--- src/rtl/pwm_capture.sv ---
// rtl/pwm_capture.sv - differential PWM frame receiver recovering samples, tone period and silence
//
// Purpose: locks to the PWM frame on pwm_pos/pwm_neg, counts high slots per line
// per frame, publishes one signed sample per frame, measures the frame distance
// between positive zero crossings, flags silence and reports alignment loss.
//
// Ports:
//   clk            in   1     system clock
//   reset          in   1     synchronous active-high reset
//   pwm_pos        in   1     positive-half PWM line (asynchronous to slot phase)
//   pwm_neg        in   1     negative-half PWM line
//   sample_pos     out  N+1   high-slot count of pwm_pos in last frame
//   sample_neg     out  N+1   high-slot count of pwm_neg in last frame
//   sample         out  N+2   signed sample_pos - sample_neg
//   sample_valid   out  1     pulse: sample_* updated
//   period_frames  out  P     frames between last two positive zero crossings
//   period_valid   out  1     pulse: period_frames updated
//   silent         out  1     level: SILENT_FRAMES or more consecutive zero frames
//   sync_err       out  1     pulse: misaligned edge, lock dropped
module pwm_capture #(
  parameter int N             = 8,
  parameter int TICK_DIV      = 125,
  parameter int SILENT_FRAMES = 16,
  parameter int P             = 8
) (
  input  logic                clk,
  input  logic                reset,
  input  logic                pwm_pos,
  input  logic                pwm_neg,
  output logic [N:0]          sample_pos,
  output logic [N:0]          sample_neg,
  output logic signed [N+1:0] sample,
  output logic                sample_valid,
  output logic [P-1:0]        period_frames,
  output logic                period_valid,
  output logic                silent,
  output logic                sync_err
);

  localparam int DIV_W = (TICK_DIV > 1) ? $clog2(TICK_DIV) : 1;
  localparam int ZC_W  = $clog2(SILENT_FRAMES + 1);
  localparam logic [DIV_W-1:0] DIV_LAST  = DIV_W'(TICK_DIV - 1);
  localparam logic [DIV_W-1:0] DIV_MID   = DIV_W'(TICK_DIV / 2);
  localparam logic [N-1:0]     SLOT_LAST = '1;
  localparam logic [P-1:0]     PER_MAX   = '1;
  localparam logic [ZC_W-1:0]  ZC_MAX    = ZC_W'(SILENT_FRAMES);

  typedef enum logic {HUNT, LOCK} state_t;

  state_t               state_q, state_d;
  logic [2:0]           pos_sync_q, neg_sync_q;
  logic                 pos_rise_q, neg_rise_q;
  logic [DIV_W-1:0]     div_q, div_d;
  logic [N-1:0]         slot_q, slot_d;
  logic [N:0]           cnt_pos_q, cnt_pos_d, cnt_neg_q, cnt_neg_d;
  logic [N:0]           sample_pos_q, sample_pos_d, sample_neg_q, sample_neg_d;
  logic signed [N+1:0]  sample_q, sample_d, prev_q, prev_d;
  logic                 sample_valid_q, sample_valid_d;
  logic                 period_valid_q, period_valid_d;
  logic                 sync_err_q, sync_err_d;
  logic                 silent_q, silent_d;
  logic [P-1:0]         period_q, period_d, per_cnt_q, per_cnt_d;
  logic [ZC_W-1:0]      zero_cnt_q, zero_cnt_d;

  logic                 any_rise, edge_ok, sample_pt, frame_end, crossing, zero_frame;
  logic [N:0]           pos_total, neg_total;
  logic signed [N+1:0]  frame_sample;

  // Stage 3 of the synchronizer is the level that lines up with the registered
  // rise pulse, so counting and edge detection see the same slot phase.
  assign any_rise  = pos_rise_q | neg_rise_q;
  assign sample_pt = (div_q == DIV_MID);
  assign frame_end = (div_q == DIV_LAST) && (slot_q == SLOT_LAST);
  // Edges are tolerated in a window straddling the frame boundary.
  assign edge_ok   = ((slot_q == '0) && (div_q < DIV_MID)) ||
                     ((slot_q == SLOT_LAST) && (div_q > DIV_MID));

  // Totals include this cycle's sample point so a frame end never loses a count.
  assign pos_total    = cnt_pos_q + {{N{1'b0}}, sample_pt & pos_sync_q[2]};
  assign neg_total    = cnt_neg_q + {{N{1'b0}}, sample_pt & neg_sync_q[2]};
  assign frame_sample = $signed({1'b0, pos_total}) - $signed({1'b0, neg_total});
  assign crossing     = (prev_q[N+1] || (prev_q == '0)) &&
                        !frame_sample[N+1] && (frame_sample != '0);
  assign zero_frame   = (pos_total == '0) && (neg_total == '0);

  always_ff @(posedge clk) begin
    if (reset) begin
      state_q        <= HUNT;
      pos_sync_q     <= '0;
      neg_sync_q     <= '0;
      pos_rise_q     <= 1'b0;
      neg_rise_q     <= 1'b0;
      div_q          <= '0;
      slot_q         <= '0;
      cnt_pos_q      <= '0;
      cnt_neg_q      <= '0;
      sample_pos_q   <= '0;
      sample_neg_q   <= '0;
      sample_q       <= '0;
      prev_q         <= '0;
      sample_valid_q <= 1'b0;
      period_valid_q <= 1'b0;
      sync_err_q     <= 1'b0;
      silent_q       <= 1'b0;
      period_q       <= '0;
      per_cnt_q      <= '0;
      zero_cnt_q     <= '0;
    end else begin
      state_q        <= state_d;
      pos_sync_q     <= {pos_sync_q[1:0], pwm_pos};
      neg_sync_q     <= {neg_sync_q[1:0], pwm_neg};
      pos_rise_q     <= pos_sync_q[1] & ~pos_sync_q[2];
      neg_rise_q     <= neg_sync_q[1] & ~neg_sync_q[2];
      div_q          <= div_d;
      slot_q         <= slot_d;
      cnt_pos_q      <= cnt_pos_d;
      cnt_neg_q      <= cnt_neg_d;
      sample_pos_q   <= sample_pos_d;
      sample_neg_q   <= sample_neg_d;
      sample_q       <= sample_d;
      prev_q         <= prev_d;
      sample_valid_q <= sample_valid_d;
      period_valid_q <= period_valid_d;
      sync_err_q     <= sync_err_d;
      silent_q       <= silent_d;
      period_q       <= period_d;
      per_cnt_q      <= per_cnt_d;
      zero_cnt_q     <= zero_cnt_d;
    end
  end

  always_comb begin
    state_d        = state_q;
    div_d          = div_q;
    slot_d         = slot_q;
    cnt_pos_d      = cnt_pos_q;
    cnt_neg_d      = cnt_neg_q;
    sample_pos_d   = sample_pos_q;
    sample_neg_d   = sample_neg_q;
    sample_d       = sample_q;
    prev_d         = prev_q;
    sample_valid_d = 1'b0;
    period_valid_d = 1'b0;
    sync_err_d     = 1'b0;
    silent_d       = silent_q;
    period_d       = period_q;
    per_cnt_d      = per_cnt_q;
    zero_cnt_d     = zero_cnt_q;

    unique case (state_q)
      HUNT: begin
        div_d     = '0;
        slot_d    = '0;
        cnt_pos_d = '0;
        cnt_neg_d = '0;
        if (any_rise) begin
          // The edge cycle itself is div 0 of slot 0.
          state_d = LOCK;
          div_d   = DIV_W'(1);
        end
      end
      LOCK: begin
        if (any_rise && !edge_ok) begin
          // Partial frame is dropped; silence and period history survive.
          sync_err_d = 1'b1;
          state_d    = HUNT;
          div_d      = '0;
          slot_d     = '0;
          cnt_pos_d  = '0;
          cnt_neg_d  = '0;
        end else begin
          cnt_pos_d = pos_total;
          cnt_neg_d = neg_total;
          if (div_q == DIV_LAST) begin
            div_d  = '0;
            slot_d = slot_q + 1'b1;
          end else begin
            div_d = div_q + 1'b1;
          end
          if (frame_end) begin
            cnt_pos_d      = '0;
            cnt_neg_d      = '0;
            sample_pos_d   = pos_total;
            sample_neg_d   = neg_total;
            sample_d       = frame_sample;
            sample_valid_d = 1'b1;
            prev_d         = frame_sample;
            if (crossing) begin
              // A zero or saturated count means the interval is unknown.
              if ((per_cnt_q != '0) && (per_cnt_q != PER_MAX)) begin
                period_d       = per_cnt_q;
                period_valid_d = 1'b1;
              end
              per_cnt_d = P'(1);
            end else if (per_cnt_q != PER_MAX) begin
              per_cnt_d = per_cnt_q + 1'b1;
            end
            if (zero_frame) begin
              if (zero_cnt_q != ZC_MAX) zero_cnt_d = zero_cnt_q + 1'b1;
            end else begin
              zero_cnt_d = '0;
            end
            silent_d = (zero_cnt_d == ZC_MAX);
          end
        end
      end
      default: state_d = HUNT;
    endcase
  end

  assign sample_pos    = sample_pos_q;
  assign sample_neg    = sample_neg_q;
  assign sample        = sample_q;
  assign sample_valid  = sample_valid_q;
  assign period_frames = period_q;
  assign period_valid  = period_valid_q;
  assign silent        = silent_q;
  assign sync_err      = sync_err_q;

endmodule

--- config.mk ---
export PLATFORM = sky130hd
export DESIGN_NAME = pwm_capture
export DESIGN_NICKNAME = d
export VERILOG_FILES = /design/src/rtl/pwm_capture.sv
export SDC_FILE = /design/constraint.sdc
export NUM_CORES = 1
export LEC_CHECK = 0
export CAP_MARGIN = 25
export CORE_ASPECT_RATIO = 0.6
export CORE_UTILIZATION = 45
export CTS_CLUSTER_SIZE = 10
export DETAILED_ROUTE_END_ITERATION = 10
export MAX_ROUTING_LAYER = met4
export PLACE_DENSITY = 0.7
export SYNTH_ARGS = -nofsm -noshare
export SYNTH_HDL_FRONTEND = slang
export SYNTH_SLANG_ARGS = --single-unit
--- constraint.sdc ---
create_clock -name clk -period 5.05 [get_ports clk]
set_clock_uncertainty 0.1 [all_clocks]
set_input_delay 1.2625 -clock clk [delete_from_list [all_inputs] [get_ports clk]]
set_output_delay 1.2625 -clock clk [all_outputs]
set_load 0.1 [all_outputs]
==> results.txt <==
Arrival time at the worst endpoint -> 4.71 ns
Startpoint Class -> flip-flop
Global-route usage over all layers -> 21.3%
EDFF count, synth -> 0
Vias per cell -> 5.39
Highest Clock Rate -> 220 MHz
# diodes -> 0
CP max FO -> 8
Syn nets -> 531
Hpwl dp -> 7.14 mm
Resized cells post-CTS -> 0
Initial antenna violation count -> 0
Slew Viols, Final -> 0
PD cells -> 286 mW/mm²
Synth Instances -> 505
Core ar. -> 0.00936 mm²
Clock tree from TritonCTS -> built
Met2 global-route usage -> 31.6%
# clock sinks -> 95
Crit path largest cell delay -> 0.56 ns
Register area share after synthesis -> 42.9%
First-pass GRT wire length -> 16.5 mm
GRT busiest layer -> met2
Async set-or-reset flop fraction in the synthesized netlist -> 0%
Routed WL per cell -> 14.9 µm
I/O pins -> 44
Synth Area in XOR/XNOR -> 8.25%
Syn. warnings -> 0
Vias in the first global route -> 3287
DRT Pass-1 Iters -> 5
Synth Area in Adders -> 6.38%
Total grt overflow -> 0
DRC Markers -> 0
Post-CTS Setup Bufs -> 0
Post-Syn Area -> 0.00443 mm²
Post-synth top area share -> 42.9%
Slew HR -> 32.6%
ANT nets after route -> 0
Input/output buffers -> 43
Multiplexer share of the synthesized area -> 2.74%
Simple-gate area share of the yosys netlist -> 25.6%
M1 GR Usage -> 28.8%
Initial Util -> 47.3%
Num CTS Buffers -> 9
Most frequent cells in the layout -> dfxtp_1, nor2_1, clkdlybuf4s50_1, nand2_1
CTS H-tree lvls -> 3
Syn avg cell area -> 8.77 µm²
Post-synthesis compound-gate area fraction -> 10.3%
Unique masters post-synth -> 53
WL final -> 10.1 mm
Dominant synthesized flop cell -> dfxtp_1
Period utilization -> 90.0%
Final net count -> 567
Final setup TNS -> 0 ns
Die area -> 0.0103 mm²
Worst Path Buf+Inv -> 1
Sequential power share -> 49.9%
Largest net degree at the start of global routing -> 71
Vias -> 3641
Final Non-Filler Cells -> 676
RSZ-0062 raised after global routing -> no
Clock-pin slew on the worst setup and hold paths -> 0.06 ns
Switching Power -> 0.290 mW
Layout cell share with drive strength beyond 1 -> 6.23%
Switch share -> 19.2%
Worst hold path type -> flip-flop to flip-flop
Internal Pwr Total -> 1.22 mW
Final setup viols -> 0
Final hold vios -> 0
Leak -> 1.89 nW
Die H -> 78.9 µm
Placed insts -> 660
Status -> completed
Fillers -> 858
CTS max path bufs -> 2
CP max-delay cell -> a2111oi_0
Row count -> 27
Max VDD drop -> 0.000183 V
Combinational share of power -> 1.5%
Flops & latches, synth -> 95
CTS Hold Bufs -> 0
Least-Margin Pin Slew -> 1.01 ns
Top delay family on crit path -> compound AO/OA/AOI/OAI gates
Period minus WS final -> 4.54 ns
Latest clock arrival within the worst-skew pair -> 0.34 ns
Root Driver -> clkbuf_16
Area contributors post-synth -> dfxtp_1, nor2_1, ha_1
Crit path capture type -> flip-flop
CP dominant cell by count -> ha_1
Setup CP Type -> flip-flop to flip-flop
Yosys top cell by area -> dfxtp_1
Horiz. Die Dim -> 130 µm
RD Place Congestion -> 0.851
DRT iter0 DRCs -> 264
Clock share of power -> 48.5%
Layout area overhead -> 19.3%
Critical Path RT -> 5.21 ns
Met3 usage -> 5.32%
Leading cell type in the layout, fill and taps excluded -> dfxtp_1
Main combinational cell family by area after synthesis -> simple AND/OR/NAND/NOR gates
Crit path cell chain -> and4_1 -> and3_1 -> and2_1 -> ha_1 -> ha_1 -> nand3_1 -> xor2_1 -> inv_1 -> ha_1 -> nand2_1 -> a21oi_1 -> a2111oi_0 -> o21bai_1 -> xor2_1 -> o31a_1 -> mux2i_1
Max_cap viols -> 0
[power groups by stage]
stage | Clock, mW | Sequential, mW | Combinational (mW)
global route | 0.778 | 0.754 | 0.0255
floorplan | 0 | 0.770 | 0.0165
CTS | 0.748 | 0.754 | 0.0234
finish | 0.733 | 0.754 | 0.0233
global placement | 0 | 0.771 | 0.0227
detailed placement | 0 | 0.771 | 0.0233
[final timing paths]
| path | startpoint | endpoint | slack, ns | cells after the start |
|---|---|---|---|---|
| setup / recovery | div_q[2]$_SDFF_PP0_ | period_frames[7]$_SDFFE_PP0P_ | 0.51 | 16 |
| hold / removal | pos_sync_q[2]$_SDFF_PP0_ | pos_rise_q$_SDFF_PP0_ | 0.31 | 1 |
| setup reg to reg | div_q[2]$_SDFF_PP0_ | period_frames[7]$_SDFFE_PP0P_ | 0.51 | 16 |
| hold reg to reg | pos_sync_q[2]$_SDFF_PP0_ | pos_rise_q$_SDFF_PP0_ | 0.31 | 1 |
[registers in the layout, indices dropped and copies added, names as in the netlist]
register	flops
cnt_neg_q	9
cnt_pos_q	9
div_q	7
neg_rise_q	1
neg_sync_q	3
per_cnt_q	8
period_frames	8
period_valid	1
pos_rise_q	1
pos_sync_q	3
prev_q	10
sample_neg	9
sample_pos	9
sample_valid	1
silent	1
slot_q	8
state_q	1
sync_err	1
zero_cnt_q	5
[cells in the mapped netlist (all sizes together), types with 2 or more instances]
master,n
a21oi,22
xnor2,19
nor2b,10
and2,3
o31a,2
nand2b,19
nand2,38
or2,3
dfxtp,95
inv,22
nor3,15
and4,4
clkbuf,21
a31oi,2
nand3,19
nor3b,3
nor2,73
xor2,21
or3,2
nand4,10
a2111oi,2
a211oi,18
or4,3
ha,21
nor4,6
o21ai,10
and3,14
mux2i,11
[area by class of cell]
class	count	area [µm²]	share of cell area (%)
Clock buffer	13	260	4.92
Clock inverter	3	65.1	1.23
Inverter	22	82.6	1.56
Multi-Input combinational cell	366	2360	44.6
Sequential cell	95	1900	36.0
Tap cell	130	163	3.08
Timing Repair Buffer	47	455	8.62
[metal layers]
metal,part of all wire (%),vias up
met1,51,1748
met3,4.6,9
met2,44,86
met5,0,-
li1,-,1798
met4,0.97,0
[per-stage QoR]
stage	setup WS [ns]	util (%)	hold slack, ns	power (mW)	instance area [µm²]
finish	0.506	56.5	0.310	1.51	5290
global route	0.117	56.5	0.329	1.56	5290
CTS	0.576	56.5	0.315	1.53	5290
detailed placement	0.617	53.0	0.306	0.794	4960
global placement	0.766	53.0	0.322	0.794	4960
floorplan	1.08	-	0.283	0.787	4430
[cell families after synthesis]
group / after synthesis
XOR/XNOR: 40
buffers and inverters: 44
AND/OR/NAND/NOR: 225
adder cells (fa/ha/maj): 22
multiplexers: 12
AO/OA/AOI/OAI: 67
flip-flops: 95
No activity file was read; power rests on OpenSTA's default activity.
